### src/rtl/pe_rr_arbiter.sv
`default_nettype none
// ============================================================================
// Module   : pe_rr_arbiter
// Brief    : N-input arbiter with fixed-priority or round-robin selection and
//            a registered, sticky grant held under a valid/ready handshake.
// Revision : 1.0  initial release
// ============================================================================
module pe_rr_arbiter #(
    parameter  int N = 8,
    localparam int W = $clog2(N)
) (
    input  logic         clk,
    input  logic         rst_n,
    input  logic         i_en,
    input  logic         i_mode,
    input  logic [N-1:0] i_req,
    input  logic         i_gnt_ready,
    output logic         o_gnt_valid,
    output logic [W-1:0] o_gnt_idx,
    output logic [N-1:0] o_gnt_onehot,
    output logic         o_any_req
);

    localparam logic [W-1:0] C_TOP = W'(N - 1);

    typedef enum logic [0:0] {
        ST_IDLE  = 1'b0,
        ST_GRANT = 1'b1
    } state_t;

    state_t         r_state;
    state_t         w_state_next;
    logic [W-1:0]   r_ptr;
    logic [W-1:0]   r_idx;
    logic [N-1:0]   r_onehot;
    logic           r_any;

    logic           w_accept;
    logic           w_load;
    logic [W-1:0]   w_ptr_eff;
    logic [W-1:0]   w_start;
    logic [W-1:0]   w_win;
    logic           w_found;

    // The pointer seen by this edge's search already reflects an acceptance
    // happening on the same edge, so back-to-back grants stay fair.
    always_comb begin
        w_accept  = (r_state == ST_GRANT) && i_gnt_ready;
        w_ptr_eff = r_ptr;
        if (w_accept) begin
            w_ptr_eff = (r_idx == '0) ? C_TOP : r_idx - 1'b1;
        end
        w_start = i_mode ? w_ptr_eff : C_TOP;
        w_load  = i_en && (|i_req) && ((r_state == ST_IDLE) || w_accept);
    end

    // Downward search from w_start with wrap; fixed mode starts at N-1.
    always_comb begin
        w_win   = '0;
        w_found = 1'b0;
        for (int i = 0; i < N; i++) begin
            int j;
            j = int'(w_start) - i;
            if (j < 0) begin
                j = j + N;
            end
            if (!w_found && i_req[j]) begin
                w_win   = W'(j);
                w_found = 1'b1;
            end
        end
    end

    always_comb begin
        w_state_next = r_state;
        case (r_state)
            ST_IDLE: begin
                if (w_load) begin
                    w_state_next = ST_GRANT;
                end
            end
            ST_GRANT: begin
                if (w_accept) begin
                    w_state_next = w_load ? ST_GRANT : ST_IDLE;
                end
            end
            default: w_state_next = ST_IDLE;
        endcase
    end

    always_ff @(posedge clk or negedge rst_n) begin
        if (!rst_n) begin
            r_state <= ST_IDLE;
        end else begin
            r_state <= w_state_next;
        end
    end

    always_ff @(posedge clk or negedge rst_n) begin
        if (!rst_n) begin
            r_idx    <= '0;
            r_onehot <= '0;
            r_ptr    <= C_TOP;
        end else begin
            if (w_accept) begin
                r_ptr <= w_ptr_eff;
            end
            if (w_load) begin
                r_idx    <= w_win;
                r_onehot <= N'(1) << w_win;
            end else if (w_accept) begin
                r_onehot <= '0;
            end
        end
    end

    always_ff @(posedge clk or negedge rst_n) begin
        if (!rst_n) begin
            r_any <= 1'b0;
        end else begin
            r_any <= |i_req;
        end
    end

    assign o_gnt_valid  = (r_state == ST_GRANT);
    assign o_gnt_idx    = r_idx;
    assign o_gnt_onehot = r_onehot;
    assign o_any_req    = r_any;

endmodule
`default_nettype wire

### config.mk
export PLATFORM = sky130hd
export DESIGN_NAME = pe_rr_arbiter
export DESIGN_NICKNAME = d
export VERILOG_FILES = /design/src/rtl/pe_rr_arbiter.sv
export SDC_FILE = /design/constraint.sdc
export NUM_CORES = 1
export LEC_CHECK = 0
export CORE_UTILIZATION = 32
export DETAILED_ROUTE_END_ITERATION = 10
export SLEW_MARGIN = 30
export SYNTH_ARGS = -nofsm -noshare
export SYNTH_HDL_FRONTEND = slang
export SYNTH_SLANG_ARGS = --single-unit
### constraint.sdc
create_clock -name clk -period 3.7 [get_ports clk]
set_clock_uncertainty 0.15 [all_clocks]
set_input_delay 0.555 -clock clk [delete_from_list [all_inputs] [get_ports clk]]
set_output_delay 0.555 -clock clk [all_outputs]
set_load 0.005 [all_outputs]
Word-level counts from Yosys, hierarchy flattened:

Index checks and enable logic that the tools add are counted.
W data, S select, Z words.

* register bits: 16
* bits of input ports: 13
* logic and storage cells: 115

* add/sub/neg operators: 16
* $lt $le $gt $ge: 16
* shifts and indexed selects: 1
* multiplexer cells: 55
* bitwise logic cells: 1
* reduce and logical (&&, ||, !) cells: 21

Operator list (count)
* $lt A32 B5 Y1 const B: 8
* $mux W32: 7
* $add A4 B5 Y6 const B: 7
* $mux W3: 11
* $lt A4 B1 Y1 const B: 7
* $mux W1: 25
* $bmux W1 S3: 8
* $mux W8: 2
* $sub A3 B3 Y4 const B: 4
* $logic_and A1 B1 Y1: 10
* $reduce_or A8 Y1: 1
* $shl A1 B3 Y8 const A: 1
* $sub A3 B2 Y4 const B: 2
* $logic_not A1 Y1: 7
* $add A3 B4 Y5 const B: 1
* $mux W5: 1
* $sub A3 B1 Y4 const B: 1
* $logic_not A3 Y1: 1
* $lt A3 B1 Y1 const B: 1
* $sub A3 B1 Y3 const B: 1
* $pmux W1 S2: 1
* $reduce_bool A2 Y1: 1
* $logic_or A1 B1 Y1: 1
* $not A1 Y1: 1

Longest topological paths before layout:

Gate-level depths: netlist (run 1).

* depth in word-level cells: 33
* gate-level depth with buffers: 15
* mapped depth without buffers: 14

Worst setup path after synthesis (run 1):

No wires, ideal clock.

* kind: register to register
* start: register r_idx[0] (netlist: o_gnt_idx[0])
* end: register r_onehot[1] (netlist: o_gnt_onehot[1])
* library setup time: 0.095 ns
* arrival time: 3.538 ns
* required time: 3.455 ns
* setup slack: -0.083 ns
* stages on the path, launching flop included: 16
* clock period less this slack: 3.783 ns
* path through: dfrtp_1 -> inv_1 -> ha_1 -> ha_1 -> and4b_1 -> o21a_1 -> buf_2 -> inv_2 -> ha_1 -> xnor2_4 -> mux4_2 -> nor2_1 -> and4_1 -> a21oi_2 -> or3_4 -> o31ai_1

* longest elaborated chain between the ends: 33
* elaborated cells between the ends (all ways): 91
* those cells by class: 16 x add/sub; 8 x order compare; 1 x shift; 51 x mux; 15 x reduce/logical

Ends and longest elaborated chain
* start: declaration: RTL line 34 `logic [W-1:0] r_idx;`
* start signal: assignment: RTL line 109 `r_idx <= w_win;`
* $sub A3 B1 Y3 / $logic_not A3 Y1 (equally long branches): RTL line 51 `w_ptr_eff = (r_idx == '0) ? C_TOP : r_idx - 1'b1;`
* $mux W3 *: RTL line 51
* $mux W3 *: RTL line 50 `if (w_accept) begin`
* $mux W3 *: RTL line 53 `w_start = i_mode ? w_ptr_eff : C_TOP;`
* parallel branches: the longest is 26 deep, another holds $add A4 B5 Y6
* $mux W3 *: RTL line 67 `if (!w_found && i_req[j]) begin`
* $shl A1 B3 Y8 *: RTL line 110 `r_onehot <= N'(1) << w_win;`
* $mux W8 *: RTL line 108 `if (w_load) begin`
* end signal: assignment: RTL line 110
* end: declaration: RTL line 35 `logic [N-1:0] r_onehot;`

Every way passes the cells marked *. The select of a mux whose other input is x is not followed.
A chain may end at the register's enable or synchronous reset.

Worst setup path after layout (run 1):

* start: register r_idx[0] (netlist: o_gnt_idx[0])
* end: register r_onehot[6] (netlist: o_gnt_onehot[6])

Same word-level chain as after synthesis.

==> results of run 1 <==
[logic make-up after synthesis]
group / count (synthesis) / synth area share
AND/OR/NAND/NOR: 68 / 0.192
AO/OA/AOI/OAI: 46 / 0.221
multiplexers: 30 / 0.237
flip-flops: 16 / 0.238
buffers and inverters: 11 / 0.0361
XOR/XNOR: 6 / 0.0464
adder cells (fa/ha/maj): 4 / 0.0295
[per-layer routing]
| layer | wire length [µm] | global-route usage |
|---|---|---|
| met5 | 0 | 0 |
| met4 | 38 | 0.0231 |
| met3 | 302 | 0.0308 |
| met2 | 2440 | 0.270 |
| met1 | 2260 | 0.244 |
[power breakdown]
group | switching, mW | total, mW | internal (mW) | leakage (nW)
registers | 0.0425 | 0.293 | 0.250 | 0.197
clock network | 0.0608 | 0.155 | 0.0944 | 0.0288
logic | 0.865 | 1.81 | 0.947 | 0.903
total | 0.968 | 2.26 | 1.29 | 1.13
[layout by cell type (no fill, tap or decap), types with 5 or more instances in the layout]
cell             instances
inv_1                    6
buf_4                   50
mux2i_1                 11
o31ai_1                  5
nand2_1                 28
mux2_4                   5
clkdlybuf4s50_1         24
dfrtp_1                 13
mux4_2                   5
nor2_1                  11
mux2i_2                  5
[registers in the layout, summed over array words and instances, names as in the netlist]
| register | cells |
|---|---|
| o_gnt_valid | 1 |
| o_gnt_idx | 3 |
| r_ptr | 3 |
| o_gnt_onehot | 8 |
| o_any_req | 1 |
[cell usage after synthesis (all sizes together) (2+ instances only)]
cell     n
dfstp    3
o22ai    4
nor3     4
nor4     3
mux4     5
nand3    4
a32o     3
mux2     6
nand4    2
nand2   29
o21a     2
ha       4
xnor2    5
a21oi    7
and4b    2
mux2i   19
o32ai    2
nor2b    2
nor2    13
o21bai   2
o31ai    9
dfrtp   13
and3     2
o21ai    7
inv      7
buf      3
and2     4
[worst register-to-register path, delay by kind of cell (launching register included)]
family | cells | cell delay, ns
compound gates | 4 | 0.95
fa+ha+maj | 2 | 0.33
buf+inv | 2 | 0.23
flops | 1 | 0.38
mux | 2 | 0.87
simple gates | 3 | 0.59
[final timing paths]
| path | to | slack (ns) | depth (start not counted) | startpoint |
|---|---|---|---|---|
| min reg2reg | o_gnt_onehot[0] | 0.34 | 2 | o_gnt_onehot[0] |
| max | o_gnt_onehot[6] | 0.11 | 13 | o_gnt_idx[0] |
| max in group asynchronous | o_gnt_idx[1] | 2.35 | 1 | rst_n |
| min | o_gnt_onehot[0] | 0.34 | 2 | o_gnt_onehot[0] |
| min in group asynchronous | o_gnt_valid | 0.59 | 1 | rst_n |
| max reg2reg | o_gnt_onehot[6] | 0.11 | 13 | o_gnt_idx[0] |
[per-stage QoR]
stage	utilization	setup TNS, ns
floorplan	-	0
global placement	0.468	-3.04
detailed placement	0.468	-2.90
CTS	0.482	0
global route	0.526	-0.156
finish	0.526	0
[repair_timing]
item	CTS	global route
gates resized for setup	5	40
setup endpoints to repair	9	10
pin swaps	1	12
setup buffers	0	6
[area by class of cell]
class	count	area share
Timing Repair Buffer	79	0.259
Multi-Input combinational cell	154	0.528
Clock buffer	4	0.0205
Tap cell	70	0.0326
Sequential cell	16	0.150
Inverter	7	0.00977
==> out/qor.txt, run 1 <==
status: completed
Detailed Routing Iterations Pass 1: 4
Pins Over Slew Limit: 0
number of I/O pins: 26
Placed Cells incl. Taps: 320
crit path DAT: 3.60 ns
slowest CP cell: mux4_2
Hold WC Path Type: reg -> reg
DP Area: 0.00239 mm²
Post-DP HPWL: 3700 µm
Synth cell types: 55
final setup vio count: 0
Core Region: 0.00511 mm²
DIE AREA: 0.00560 mm²
largest net degree at the start of global routing: 17
RSZ-0062 raised after global routing: true
Worst Path Buf+Inv: 2
num rows: 26
dominant cell type by area after synthesis: dfrtp_1
Initial Utilization: 0.332
overall die height: 74.8 µm
Die X: 74.8 µm
ranking of synthesized cells by area: dfrtp_1 (19%), mux2i_1 (8.8%), nand2_1 (6.4%)
crit-path leading delay family: compound AO/OA/AOI/OAI gates
Startpoint Class: flop
clock slew at reported path FFs: 0.07 ns
Crit Path Max Fanout: 7
synthesized area: 0.00170 mm²
Worst setup EP type: flop
Fillers: 461
Yosys warnings: 0
Hold Vio Cnt, Final: 0
max_slew headroom: 0.510
WP data required: 3.70 ns
P&R area growth vs syn: 58.4%
post-synthesis net count: 198
clk sinks: 16
Non-Filler Instances: 330
Leak: 1.13 nW
crit path kind: reg -> reg
CTS tree: yes
VDD IR max: 436 µV
DRT iter0 DRCs: 172
DRT antenna net count: 0
via/cell ratio: 5.33
Tot Pwr: 2.26 mW
multi-input logic area: 0.00142 mm²
TritonCTS Buffers: 3
nets: 278
hold_ws: 0.341 ns
Overflow after GRT: 0
diode count: 0
P per Cell Area: 840 mW/mm²
sequential area share after synthesis: 0.238
post-synth top area share: 0.192
Synth Register Bits: 16
port buffer count: 25
ys async rst share: 1.00
Worst-Margin Slew: 0.732 ns
max-cap violations: 0
Period minus WS final: 3.59 ns
first-pass GRT wire length: 7220 µm
final instance area: 0.00269 mm²
GPL Wtd Cong: 0.838
CP peak stage delay: 0.54 ns
slack of the critical path: 0.105 ns
Post-Place Setup Slack: -0.330 ns
cts hold-fix bufs: 0
total wire length: 5040 µm
residual DRC count: 0
initial antenna violation count: 0
drt wl/cell: 15.3 µm
Critical Path, Cell by Cell: inv_1 > ha_2 > ha_4 > and4b_2 > o21ai_4 > buf_12 > mux2_4 > mux4_2 > nor3_4 > nand2_2 > o32ai_4 > a2bb2oi_4 > o31ai_1
Reg area: 404 µm²
dominant synthesized flop cell: dfrtp_1
Bufs on Longest Clock Path: 2
GRT Total Usage: 0.169
fmax: 278 MHz
root buffer cell: clkbuf_8
share of layout cells above drive strength 1: 0.442
final worst path period share: 0.972
Skew-Pair Late Insertion Delay: 0.25 ns
number of global-route vias before repair: 1539
DR vias: 1759
Mapped Cells: 181
H-Tree Depth: 1
number of synthesized flops with an enable pin: 0
Syn Area/Cell: 9.38 µm²
(Power assumes the default switching activity.)
==> run 2: changes to the inputs <==
--- a/config.mk
+++ b/config.mk
@@ -5,8 +5,11 @@
 export SDC_FILE = /design/constraint.sdc
 export NUM_CORES = 1
 export LEC_CHECK = 0
+export ABC_AREA = 1
 export CORE_UTILIZATION = 32
 export DETAILED_ROUTE_END_ITERATION = 10
+export MAX_ROUTING_LAYER = met4
+export PLACE_DENSITY_LB_ADDON = 0.08
 export SLEW_MARGIN = 30
 export SYNTH_ARGS = -nofsm -noshare
 export SYNTH_HDL_FRONTEND = slang
==> run 2 against run 1 <==
  * Hold slack worse by 0.013 ns
  * Final area down 18%
  * Register-to-register slack better by 0.43 ns
  * Critical path type is now in -> reg
  * Synthesized cell count up 69%
  * Cell count up 23%
==> out/qor.txt, run 2 <==
status: completed
Leak: 1.18 nW
synthesized area: 0.00181 mm²
dominant synthesized flop cell: dfrtp_1
WL met2: 2380 µm
most frequent cells in the layout: nand2_1 (108), nand3_1 (62), inv_1 (32)
Post-DP HPWL: 4150 µm
Metal-1 WL: 2390 µm
HP Start: o_gnt_onehot[4]
WP data required: 3.74 ns
diode count: 0
H-Tree Depth: 1
Worst-Margin Slew: 0.706 ns
setup TNS: 0 ns
largest net degree at the start of global routing: 19
Overflow after GRT: 0
commonest non-fill, non-tap cell in the layout: nand2_1
number of global-route vias before repair: 1843
drt wl/cell: 12.6 µm
cts hold-fix bufs: 0
Bufs on Longest Clock Path: 2
Post-synth top cells: nand2_1 (108), nand3_1 (62), inv_1 (32)
met3 WL post-DR: 258 µm
Synth Register Bits: 16
CTS tree: yes
final worst path period share: 0.880
P per Cell Area: 747 mW/mm²
crit path DAT: 3.29 ns
crit path kind: in -> reg
Syn Area/Cell: 5.94 µm²
Initial Utilization: 0.331
Synth cell types: 29
Skew-Pair Late Insertion Delay: 0.25 ns
DRT antenna net count: 0
Tot Pwr: 1.65 mW
Yosys warnings: 0
P&R area growth vs syn: 21.8%
via/cell ratio: 5.03
post-CTS setup buffers: 0
DR vias: 2046
Die X: 77.3 µm
total wire length: 5140 µm
Core Region: 0.00547 mm²
Startpoint Class: input pin
post-synthesis net count: 322
RSZ-0062 raised after global routing: false
top sig layer: met4
ranking of synthesized cells by area: nand2_1 (22%), dfrtp_1 (18%), nand3_1 (17%)
worst setup path startpoint: i_gnt_ready
max_slew headroom: 0.528
share of layout cells above drive strength 1: 0.116
first-pass GRT wire length: 8780 µm
RR Startpoint: o_gnt_idx[0]
Hold WC Path Type: reg -> reg
Period minus WS final: 3.26 ns
GPL Wtd Cong: 0.861
Hold Crit Depth: 2
Crit Path Max Fanout: 7
R2R Setup Slk: 0.54 ns
max-cap violations: 0
TritonCTS Buffers: 3
dominant cell type by area after synthesis: nand2_1
fmax: 307 MHz
Hold Vio Cnt, Final: 0
port buffer count: 25
post-synth top area share: 0.224
num rows: 27
number of flip-flops in the largest register: 8
DIE AREA: 0.00597 mm²
R2R depth: 22
VDD IR max: 309 µV
initial antenna violation count: 0
Mapped Cells: 305
number of I/O pins: 26
DRT iter0 DRCs: 75
nets: 353
final setup vio count: 0
clock slew at reported path FFs: 0.06 ns
sequential area share after synthesis: 0.223
most frequent cell after synthesis: nand2_1
overall die height: 77.3 µm
post-CTS sizing: 0
residual DRC count: 0
ys async rst share: 1.00
Worst setup EP type: flop
Detailed Routing Iterations Pass 1: 5
GRT Total Usage: 0.190
clk sinks: 16
Pins Over Slew Limit: 0
number of synthesized flops with an enable pin: 0
root buffer cell: clkbuf_8
-- run 2: critical path, cell delays in order --
cell and delay [ns]:
clkdlybuf4s50_1 0.55, nand2_2 0.14, inv_2 0.10, nand2_1 0.06, nand2_2 0.11, nor2_2 0.06, ha_1 0.20, xor2_1 0.28
inv_2 0.11, nand3_1 0.10, nand2_1 0.12, nand3_1 0.10, nor2_1 0.04, nor2_1 0.13, nand2_1 0.06, nor2_1 0.12
nand3_1 0.10, nor2_2 0.18, nand3_1 0.11, nand2_1 0.08
-- run 2: cell type report --
class | count | area [µm²]
fill | 633 | 3260
multi-input combinational | 243 | 1210
sequential | 16 | 404
timing repair buffer | 34 | 318
inverter | 38 | 143
tap | 72 | 90.1
clock buffer | 4 | 45.0
-- run 2: worst paths after layout --
kind / end
max: o_gnt_onehot[5]
min: o_gnt_onehot[4]
max reg2reg: o_gnt_onehot[5]
min reg2reg: o_gnt_onehot[4]
max in group asynchronous: o_gnt_onehot[7]
min in group asynchronous: o_any_req
-- run 2: cell families (layout without fill, tap and decap cells) --
| logic type | after synthesis | after routing | synth area share |
|---|---|---|---|
| fa+ha+maj | 4 | 4 | 0.0276 |
| flops | 16 | 16 | 0.223 |
| xor+xnor | 3 | 3 | 0.0145 |
| simple gates | 227 | 227 | 0.596 |
| compound gates | 9 | 9 | 0.0283 |
| buf+inv | 46 | 76 | 0.110 |
-- run 2: through the flow --
stage	area [µm²]	hold slack (ns)	std cells	utilization	setup slack [ns]
2_1_floorplan	1810	0.109	305	-	0.686
4_1_cts	2210	0.333	407	0.404	0.436
3_5_place_dp	2160	0.317	403	0.395	0.180
6_report	2210	0.328	407	0.404	0.444
5_1_grt	2210	0.365	407	0.404	0.161
3_3_place_gp	2160	0.318	403	0.395	0.242
-- run 2: metal layers --
metal,track usage,up-vias
met5,-,-
met4,0.0660,0
met3,0.00833,8
met2,0.308,72
met1,0.251,900
li1,-,1066
-- run 2: power by group --
part           switching [mW]  internal, mW  total (mW)  leakage (nW)
logic                   0.783         0.441        1.22         0.958
clock network          0.0590        0.0764       0.135        0.0228
registers              0.0385         0.251       0.290         0.197
==> run 3: changes to the inputs <==
--- a/config.mk
+++ b/config.mk
@@ -6,9 +6,9 @@
 export NUM_CORES = 1
 export LEC_CHECK = 0
 export ABC_AREA = 1
+export CAP_MARGIN = 20
 export CORE_UTILIZATION = 32
 export DETAILED_ROUTE_END_ITERATION = 10
-export MAX_ROUTING_LAYER = met4
 export PLACE_DENSITY_LB_ADDON = 0.08
 export SLEW_MARGIN = 30
 export SYNTH_ARGS = -nofsm -noshare
==> run 3 against run 2 <==
  * First-iteration DRC count increased by 48%
  * Global-route usage decreased by 0.79 points
  * Via count increased by 0.88%
  * Largest power group unchanged
==> out/qor.txt, run 3 (synthesis results as in run 2) <==
H-Tree Depth: 1
crit path kind: in -> reg
GRT Total Usage: 0.182
share of total power in combinational logic: 0.736
DRT antenna net count: 0
Period minus WS final: 3.25 ns
post-CTS sizing: 0
Tot Pwr: 1.68 mW
Critical Path, Cell by Cell: clkdlybuf4s50_1 > nand2_2 > inv_2 > nand2_1 > nand2_2 > nor2_2 > ha_1 > xor2_1 > inv_2 > nand3_1 > nand2_1 > nand3_1 > nor2_1 > nor2_1 > nand2_1 > nor2_1 > nand3_1 > nor2_2 > nand3_1 > nand2_1
DIE AREA: 0.00597 mm²
Hold WC Path Type: reg -> reg
root buffer cell: clkbuf_8
design internal power: 786 µW
Die X: 77.3 µm
CTS tree: yes
fmax: 308 MHz
crit path DAT: 3.29 ns
via/cell ratio: 5.07
port buffer count: 25
Bufs on Longest Clock Path: 2
Startpoint Class: input pin
slack of the critical path: 0.451 ns
P per Cell Area: 756 mW/mm²
largest net degree at the start of global routing: 19
slowest CP cell: clkdlybuf4s50_1
RSZ-0062 raised after global routing: false
residual DRC count: 0
clock slew at reported path FFs: 0.07 ns
number of I/O pins: 26
overall die height: 77.3 µm
Worst setup EP type: flop
Post-DP HPWL: 4200 µm
Worst Path Buf+Inv: 3
Hold Vio Cnt, Final: 0
final setup vio count: 0
Overflow after GRT: 0
Initial Utilization: 0.331
Crit Path Max Fanout: 7
share of layout cells above drive strength 1: 0.119
crit-path leading delay family: simple AND/OR/NAND/NOR gates
Flop pwr share: 0.171
GPL Wtd Cong: 0.851
Worst-Margin Slew: 0.723 ns
WP data required: 3.74 ns
post-CTS setup buffers: 0
final worst path period share: 0.878
CP peak stage delay: 0.56 ns
number of global-route vias before repair: 1805
Leak: 1.18 nW
Post-Place Setup Slack: 0.215 ns
TritonCTS Buffers: 3
status: completed
commonest non-fill, non-tap cell in the layout: nand2_1
Skew-Pair Late Insertion Delay: 0.24 ns
number of flip-flops in the largest register: 8
DRT iter0 DRCs: 111
nets: 353
initial antenna violation count: 0
diode count: 0
Detailed Routing Iterations Pass 1: 4
total wire length: 5210 µm
Core Region: 0.00547 mm²
num rows: 27
clk sinks: 16
Fillers: 599
setup TNS: 0 ns
Pins Over Slew Limit: 0
first-pass GRT wire length: 8670 µm
VDD IR max: 267 µV
Switching Share: 0.531
max_slew headroom: 0.517
multi-input logic area: 0.00121 mm²
P&R area growth vs syn: 22.4%
DR vias: 2064
Psw: 891 µW
Clock power frac: 0.092
drt wl/cell: 12.8 µm
Reg area: 404 µm²
max-cap violations: 0
cts hold-fix bufs: 0
most frequent cells in the layout: nand2_1 (108), nand3_1 (62), inv_1 (32)
[run 3: cell types whose count changed in the layout (fill, tap and decap cells not counted)]
cell / previous run / this run
clkbuf_1: 1 / 0
clkbuf_8: 3 / 4
[run 3: worst reg2reg max path, cell delays in order (launching register included)]
cell and delay, ns:
dfrtp_1 0.37, inv_1 0.07, ha_1 0.19, ha_1 0.17, inv_1 0.08, nand2_1 0.09, nand2_2 0.09, nand3_2 0.09
inv_1 0.10, ha_1 0.17, xor2_1 0.29, inv_2 0.11, nand3_1 0.09, nand2_1 0.12, nand3_1 0.10, nor2_1 0.04
nor2_1 0.12, nand2_1 0.06, nor2_1 0.12, nand3_1 0.10, nor2_2 0.18, nand3_1 0.10, nand2_1 0.06
[run 3: routing by layer]
layer | wire [µm] | share of wire | GRT usage
met5 | 0 | 0 | 0
met3 | 287 | 0.055 | 0.0190
met2 | 2300 | 0.44 | 0.285
met4 | 148 | 0.028 | 0.0717
met1 | 2470 | 0.47 | 0.254
[run 3: stage by stage]
stage	instance area (µm²)	std cells	util	hold WS [ns]
final	2220	407	0.405	0.328
after global routing	2220	407	0.405	0.363
after CTS	2220	407	0.405	0.333
after detailed placement	2160	403	0.395	0.316
after global placement	2160	403	0.395	0.317
after floorplan	1810	305	-	0.109
[run 3: layout make-up]
type / instances / share of cell area
inverters: 38 / 0.0643
flip-flops and latches: 16 / 0.182
well taps: 72 / 0.0406
multi-input cells: 243 / 0.545
repair buffers: 34 / 0.143
clock buffers: 4 / 0.0248
[run 3: final timing paths]
| check | cells past startpoint | from | end | slack (ns) |
|---|---|---|---|---|
| max in group asynchronous | 1 | rst_n | o_gnt_idx[2] | 2.36 |
| hold reg to reg | 2 | o_gnt_onehot[0] | o_gnt_onehot[0] | 0.33 |
| min in group asynchronous | 1 | rst_n | o_any_req | 0.59 |
| setup / recovery | 20 | i_gnt_ready | o_gnt_onehot[0] | 0.45 |
| setup reg to reg | 22 | o_gnt_idx[0] | o_gnt_onehot[0] | 0.57 |
| hold / removal | 2 | o_gnt_onehot[0] | o_gnt_onehot[0] | 0.33 |
[run 3: power groups by stage]
stage	registers (mW)	clock network, mW	logic (mW)
after floorplan	0.293	0	0.858
after global placement	0.292	0	1.24
after detailed placement	0.292	0	1.23
after CTS	0.289	0.158	1.23
after global routing	0.297	0.164	1.39
final	0.287	0.155	1.23
